--- src/rtl/branch_predictor.sv ---
// Bimodal branch predictor with a direct-mapped BTB and saturating branch/miss counters.
// Fetch lookup is combinational from table state; Execute resolution trains the table.
module branch_predictor #(
  parameter int unsigned XLEN       = 32,
  parameter int unsigned ENTRIES    = 16,
  parameter int unsigned CTR_W      = 2,
  parameter int unsigned PREDICT_EN = 1
) (
  input  logic            clk,
  input  logic            reset,
  input  logic [XLEN-1:0] PCF,
  output logic            PredTakenF,
  output logic [XLEN-1:0] PredTargetF,
  input  logic            UpdateE,
  input  logic [XLEN-1:0] PCE,
  input  logic            TakenE,
  input  logic [XLEN-1:0] PCTargetE,
  input  logic            PredTakenE,
  input  logic [XLEN-1:0] PredTargetE,
  output logic            MispredictE,
  output logic [XLEN-1:0] RedirectPCE,
  output logic [31:0]     BranchCount,
  output logic [31:0]     MissCount
);
  localparam int unsigned IDX_W = $clog2(ENTRIES);
  localparam int unsigned TAG_W = XLEN - IDX_W - 2;
  localparam logic             PredEn    = (PREDICT_EN != 0);
  localparam logic [CTR_W-1:0] CtrWeakT  = CTR_W'(1) << (CTR_W - 1);
  localparam logic [CTR_W-1:0] CtrWeakNt = CtrWeakT - CTR_W'(1);
  localparam logic [CTR_W-1:0] CtrMax    = '1;

  logic             valid_q  [ENTRIES];
  logic [TAG_W-1:0] tag_q    [ENTRIES];
  logic [XLEN-1:0]  target_q [ENTRIES];
  logic [CTR_W-1:0] ctr_q    [ENTRIES];

  logic [31:0] branch_cnt_q, branch_cnt_d;
  logic [31:0] miss_cnt_q, miss_cnt_d;

  logic [IDX_W-1:0] idx_f, idx_e;
  logic [TAG_W-1:0] tag_f, tag_e;
  logic             hit_f, hit_e;

  logic             wr_en;
  logic [TAG_W-1:0] wr_tag;
  logic [XLEN-1:0]  wr_target;
  logic [CTR_W-1:0] wr_ctr;

  // Low PC bits are instruction alignment only and never index or tag the table.
  logic unused_pc_lo;
  assign unused_pc_lo = ^{PCF[1:0], PCE[1:0]};

  assign idx_f = PCF[IDX_W+1:2];
  assign tag_f = PCF[XLEN-1:IDX_W+2];
  assign idx_e = PCE[IDX_W+1:2];
  assign tag_e = PCE[XLEN-1:IDX_W+2];

  assign hit_f = valid_q[idx_f] && (tag_q[idx_f] == tag_f);
  assign hit_e = valid_q[idx_e] && (tag_q[idx_e] == tag_e);

  assign PredTakenF  = PredEn && hit_f && ctr_q[idx_f][CTR_W-1];
  assign PredTargetF = PredTakenF ? target_q[idx_f] : '0;

  assign MispredictE = UpdateE && ((PredTakenE != TakenE) ||
                                   (TakenE && PredTakenE && (PredTargetE != PCTargetE)));
  assign RedirectPCE = TakenE ? PCTargetE : (PCE + XLEN'(4));

  assign BranchCount = branch_cnt_q;
  assign MissCount   = miss_cnt_q;

  always_comb begin
    wr_en     = 1'b0;
    wr_tag    = tag_q[idx_e];
    wr_target = target_q[idx_e];
    wr_ctr    = ctr_q[idx_e];
    if (UpdateE) begin
      if (hit_e) begin
        wr_en = 1'b1;
        if (TakenE) begin
          wr_target = PCTargetE;
          if (ctr_q[idx_e] != CtrMax) wr_ctr = ctr_q[idx_e] + CTR_W'(1);
        end else if (ctr_q[idx_e] != '0) begin
          wr_ctr = ctr_q[idx_e] - CTR_W'(1);
        end
      end else if (TakenE) begin
        // Taken miss replaces whatever alias lived at this index.
        wr_en     = 1'b1;
        wr_tag    = tag_e;
        wr_target = PCTargetE;
        wr_ctr    = CtrWeakT;
      end
    end
  end

  always_comb begin
    branch_cnt_d = branch_cnt_q;
    miss_cnt_d   = miss_cnt_q;
    if (UpdateE) begin
      if (branch_cnt_q != '1) branch_cnt_d = branch_cnt_q + 32'd1;
      if (MispredictE && (miss_cnt_q != '1)) miss_cnt_d = miss_cnt_q + 32'd1;
    end
  end

  always_ff @(posedge clk) begin
    if (!reset) begin
      for (int i = 0; i < int'(ENTRIES); i++) begin
        valid_q[i]  <= 1'b0;
        tag_q[i]    <= '0;
        target_q[i] <= '0;
        ctr_q[i]    <= CtrWeakNt;
      end
      branch_cnt_q <= '0;
      miss_cnt_q   <= '0;
    end else begin
      if (wr_en) begin
        valid_q[idx_e]  <= 1'b1;
        tag_q[idx_e]    <= wr_tag;
        target_q[idx_e] <= wr_target;
        ctr_q[idx_e]    <= wr_ctr;
      end
      branch_cnt_q <= branch_cnt_d;
      miss_cnt_q   <= miss_cnt_d;
    end
  end

endmodule
--- config.mk ---
export PLATFORM = sky130hd
export DESIGN_NAME = branch_predictor
export DESIGN_NICKNAME = d
export VERILOG_FILES = /design/src/rtl/branch_predictor.sv
export SDC_FILE = /design/constraint.sdc
export NUM_CORES = 2
export LEC_CHECK = 0
export ABC_AREA = 1
export CORE_UTILIZATION = 45
export DETAILED_ROUTE_END_ITERATION = 8
export GPL_TIMING_DRIVEN = 0
export SLEW_MARGIN = 25
export SYNTH_ARGS = -nofsm -noshare
export SYNTH_HDL_FRONTEND = slang
export SYNTH_SLANG_ARGS = --single-unit
export TNS_END_PERCENT = 20
--- constraint.sdc ---
create_clock -name clk -period 7.61 [get_ports clk]
set_input_delay 1.522 -clock clk [delete_from_list [all_inputs] [get_ports clk]]
set_output_delay 1.522 -clock clk [all_outputs]
set_load 0.01 [all_outputs]
==> impl_metrics.env <==
export IMPL_grtUsageTotal_pct=43.6
export IMPL_postRouteAntennaNets=0
export IMPL_htreeDepth=3
export IMPL_start_util_pct=45.4
export IMPL_p_leak_nw=25.7
export IMPL_drc=0
export IMPL_clock_sinks=1040
export IMPL_power_mw=14.4
export IMPL_clockPowerShare_pct=39.5
export IMPL_async_flop_share_pct=0
export IMPL_start_kind="input port"
export IMPL_cts_tree="yes"
export IMPL_clockBufferDepth=3
export IMPL_synth_top_area_cell="edfxtp_1"
export IMPL_cts_made_buffers=114
export IMPL_dieArea_sq_um=124000
export IMPL_io_pins=263
export IMPL_syn_num_nets=6611
export IMPL_cp_endpoint="PredTargetF[3]"
export IMPL_grt_overflow=0
export IMPL_post_route_min_period_ns=7.78
export IMPL_mostFrequentLayoutCell="nor2_1"
export IMPL_power_per_cell_area_nw_per_um2=223
export IMPL_crit_fanout=10
export IMPL_ctsHoldBuffers=0
export IMPL_synth_top_area_share_pct=52.1
export IMPL_wire_per_inst_um=32.4
export IMPL_startpoint="PCF[4]"
export IMPL_hold_viol=0
export IMPL_p_int_mw=10.1
export IMPL_synthCells=6471
export IMPL_setup_violations=30
export IMPL_drive_gt1_share_pct=8.62
export IMPL_crit_required_ns=6.09
export IMPL_hpwl_um=196000
export IMPL_clockRootBuffer="clkbuf_16"
export IMPL_power_frac_comb_pct=15.1
export IMPL_fin_ws_ns=-0.171
export IMPL_finalClockSkew_ns=0.0563
export IMPL_rr_worst_depth=18
export IMPL_core_sq_um=122000
export IMPL_status="finished with violations"
export IMPL_worstSkewPairLatency_ns=0.77
export IMPL_via_per_inst=6.23
export IMPL_worstSetupPathType="input port to primary output"
export IMPL_timing_final_crit_share_pct=102
export IMPL_synth_warning_count=0
export IMPL_ys_top_cells_by_area="edfxtp_1 (52%), nor2_1 (8.9%), nand2_1 (8.6%)"
export IMPL_arrival_ns=6.26
export IMPL_tightest_slew_ns=1.33
export IMPL_synth_edf_count=960
export IMPL_final_util_pct=53.0
export IMPL_syn_cell_area_sq_um=55400
export IMPL_yosysSeqAreaShare_pct=55.0
export IMPL_grt_start_max_net_pins=29
export IMPL_clkTransAtPathRegs_ns=0.06
export IMPL_drtPass1Iterations=6
export IMPL_synthFlopType="edfxtp_1"
export IMPL_switchingPower_mw=4.30
export IMPL_drv_slew=0
export IMPL_ys_types=52
export IMPL_pwr_share_seq_pct=45.4
export IMPL_hp_class="flop to flop"
export IMPL_cap_viol_max_count=0
export IMPL_placed_area_sq_um=60700
export IMPL_violations="setup timing"
export IMPL_hold_slack_ns=0.471
export IMPL_drtIter0Drc=10800
export IMPL_place_port_buffers=251
export IMPL_r2r_setup_slack_ns=2.35
export IMPL_fin_area_sq_um=64600
export IMPL_worstHoldStart="valid_q[7]"
export IMPL_max_slew_margin_pct=11.1
export IMPL_die_h_um=353
export IMPL_grt_pass1_wl_um=377000
export IMPL_gp_congestion=1.07
export IMPL_vdd_drop_max_mv=0.201
export IMPL_avgSynthCellArea_sq_um=8.56
export IMPL_fp_dieW_um=353
export IMPL_swShare_pct=29.8
export IMPL_placementRows=128
export IMPL_antenna_found_initial=24
export IMPL_vias=53700
export IMPL_area_delta_synth_final_pct=16.7
export IMPL_cp_end_kind="primary output"
export IMPL_fin_nets=7005
export IMPL_max_freq_mhz=129
export IMPL_ys_ff_latch=1040
export IMPL_r2r_start="tag_q[11][25]"
export IMPL_r2r_end="tag_q[12][9]"
export IMPL_grt_pass1_vias=48000
export IMPL_final_cell_mix="nor2_1 (1309), nand2_1 (1238), edfxtp_1 (960)"
export IMPL_nFillCells=11600
export IMPL_wl_um=279000
state kept, by name, indices dropped and copies added, names as in the netlist:
name	flops
target_q	512
valid_q	16
MissCount	32
BranchCount	32
ctr_q	32
tag_q	416
logic make-up (layout without fill, tap and decap cells):
logic type               after synthesis  in the layout  share of synthesized area (%)
AND/OR/NAND/NOR                     3052           3052                           22.1
buffers and inverters               1106           1597                           8.35
flip-flops                          1040           1040                           55.0
AO/OA/AOI/OAI                       1026           1026                           10.2
multiplexers                         160            160                           3.03
XOR/XNOR                              80             80                           1.27
adder cells (fa/ha/maj)                7              7                          0.158
other                                  0             26                              0
per-layer routing:
layer  share of wire, %  GRT usage [%]  wire length (um)  vias to the layer above
li1                   -              -                 -                    22200
met1                 39           60.7            108000                    25800
met2                 38           57.4            107000                     4796
met3                 18           19.8             50000                      813
met4                5.2           19.5             14400                       14
met5              0.035              0                97                        -
how the worst min path moves through the flow:
| stage | end | slack (ns) | depth (start not counted) |
|---|---|---|---|
| floorplan | valid_q[11] | 0.43 | 2 |
| global placement | valid_q[7] | 0.45 | 2 |
| detailed placement | valid_q[7] | 0.46 | 2 |
| CTS | valid_q[7] | 0.47 | 2 |
| global route | valid_q[7] | 0.49 | 2 |
| finish | valid_q[7] | 0.47 | 2 |
critical path, cell delays in order:
cell,delay [ns]
clkdlybuf4s50_1,0.77
clkbuf_2,0.48
clkbuf_2,0.58
nand3_1,0.20
nand3_1,0.39
o21ai_0,0.38
xor2_1,0.23
nor2_1,0.12
nand4_1,0.11
nor2_1,0.19
nand2_4,0.22
buf_2,0.27
nor2_1,0.18
clkdlybuf4s50_1,0.57
through the flow:
stage,worst slack (ns),instances,setup TNS [ns]
2_1_floorplan,2.47,6471,0
3_3_place_gp,-1.48,8347,-419.66
3_5_place_dp,-0.879,8371,-24.56
4_1_cts,-0.0874,8584,-0.144
5_1_grt,-0.00558,8593,-0.00826
6_report,-0.171,8613,-2.81
power groups by stage:
stage | Combinational, mW | Sequential (mW) | Clock, mW
after global routing | 2.19 | 6.57 | 5.86
after floorplan | 1.00 | 6.65 | 0
after global placement | 1.95 | 6.67 | 0
after CTS | 2.02 | 6.55 | 5.64
after detailed placement | 2.01 | 6.67 | 0
final | 2.18 | 6.55 | 5.70
final cells by class:
cell class              instances  area (sq um)  share of cell area [%]
plain buffers                 467          2380                    3.69
clock inverters                73           703                    1.09
diodes                         26          65.1                   0.101
clock buffers                 140          3040                    4.71
flip-flops and latches       1040         30400                    47.1
well taps                    1625          2030                    3.15
inverters                     639          2400                    3.72
repair buffers                278          3060                    4.74
multi-input cells            4325         20500                    31.7
cells in the mapped netlist, types with 5 or more instances:
| cell type | instances |
|---|---|
| nand2_1 | 1273 |
| inv_1 | 610 |
| xor2_1 | 38 |
| ha_1 | 7 |
| buf_1 | 59 |
| nand3_1 | 331 |
| o22ai_1 | 33 |
| o311ai_0 | 5 |
| nand4_2 | 8 |
| nor2_1 | 1312 |
| o221ai_1 | 5 |
| o21ai_2 | 26 |
| a31oi_1 | 12 |
| o21ai_1 | 8 |
| buf_4 | 40 |
| nor3_1 | 46 |
| xnor2_1 | 42 |
| buf_6 | 27 |
| clkbuf_1 | 254 |
| dfxtp_1 | 80 |
| a21oi_1 | 326 |
| mux2i_1 | 98 |
| nand4_1 | 44 |
| buf_2 | 86 |
| or2_2 | 6 |
| mux2_2 | 62 |
| o211ai_1 | 104 |
| o21ai_0 | 496 |
| nor4_1 | 16 |
| clkinv_1 | 27 |
| edfxtp_1 | 960 |
repair_timing:
action	CTS	global route
buffers inserted	0	2
pin swaps	2	1
gates cloned	0	0
endpoints found under the setup margin	37	39
resized for setup	35	28
Power figures use the tool's default switching activity.
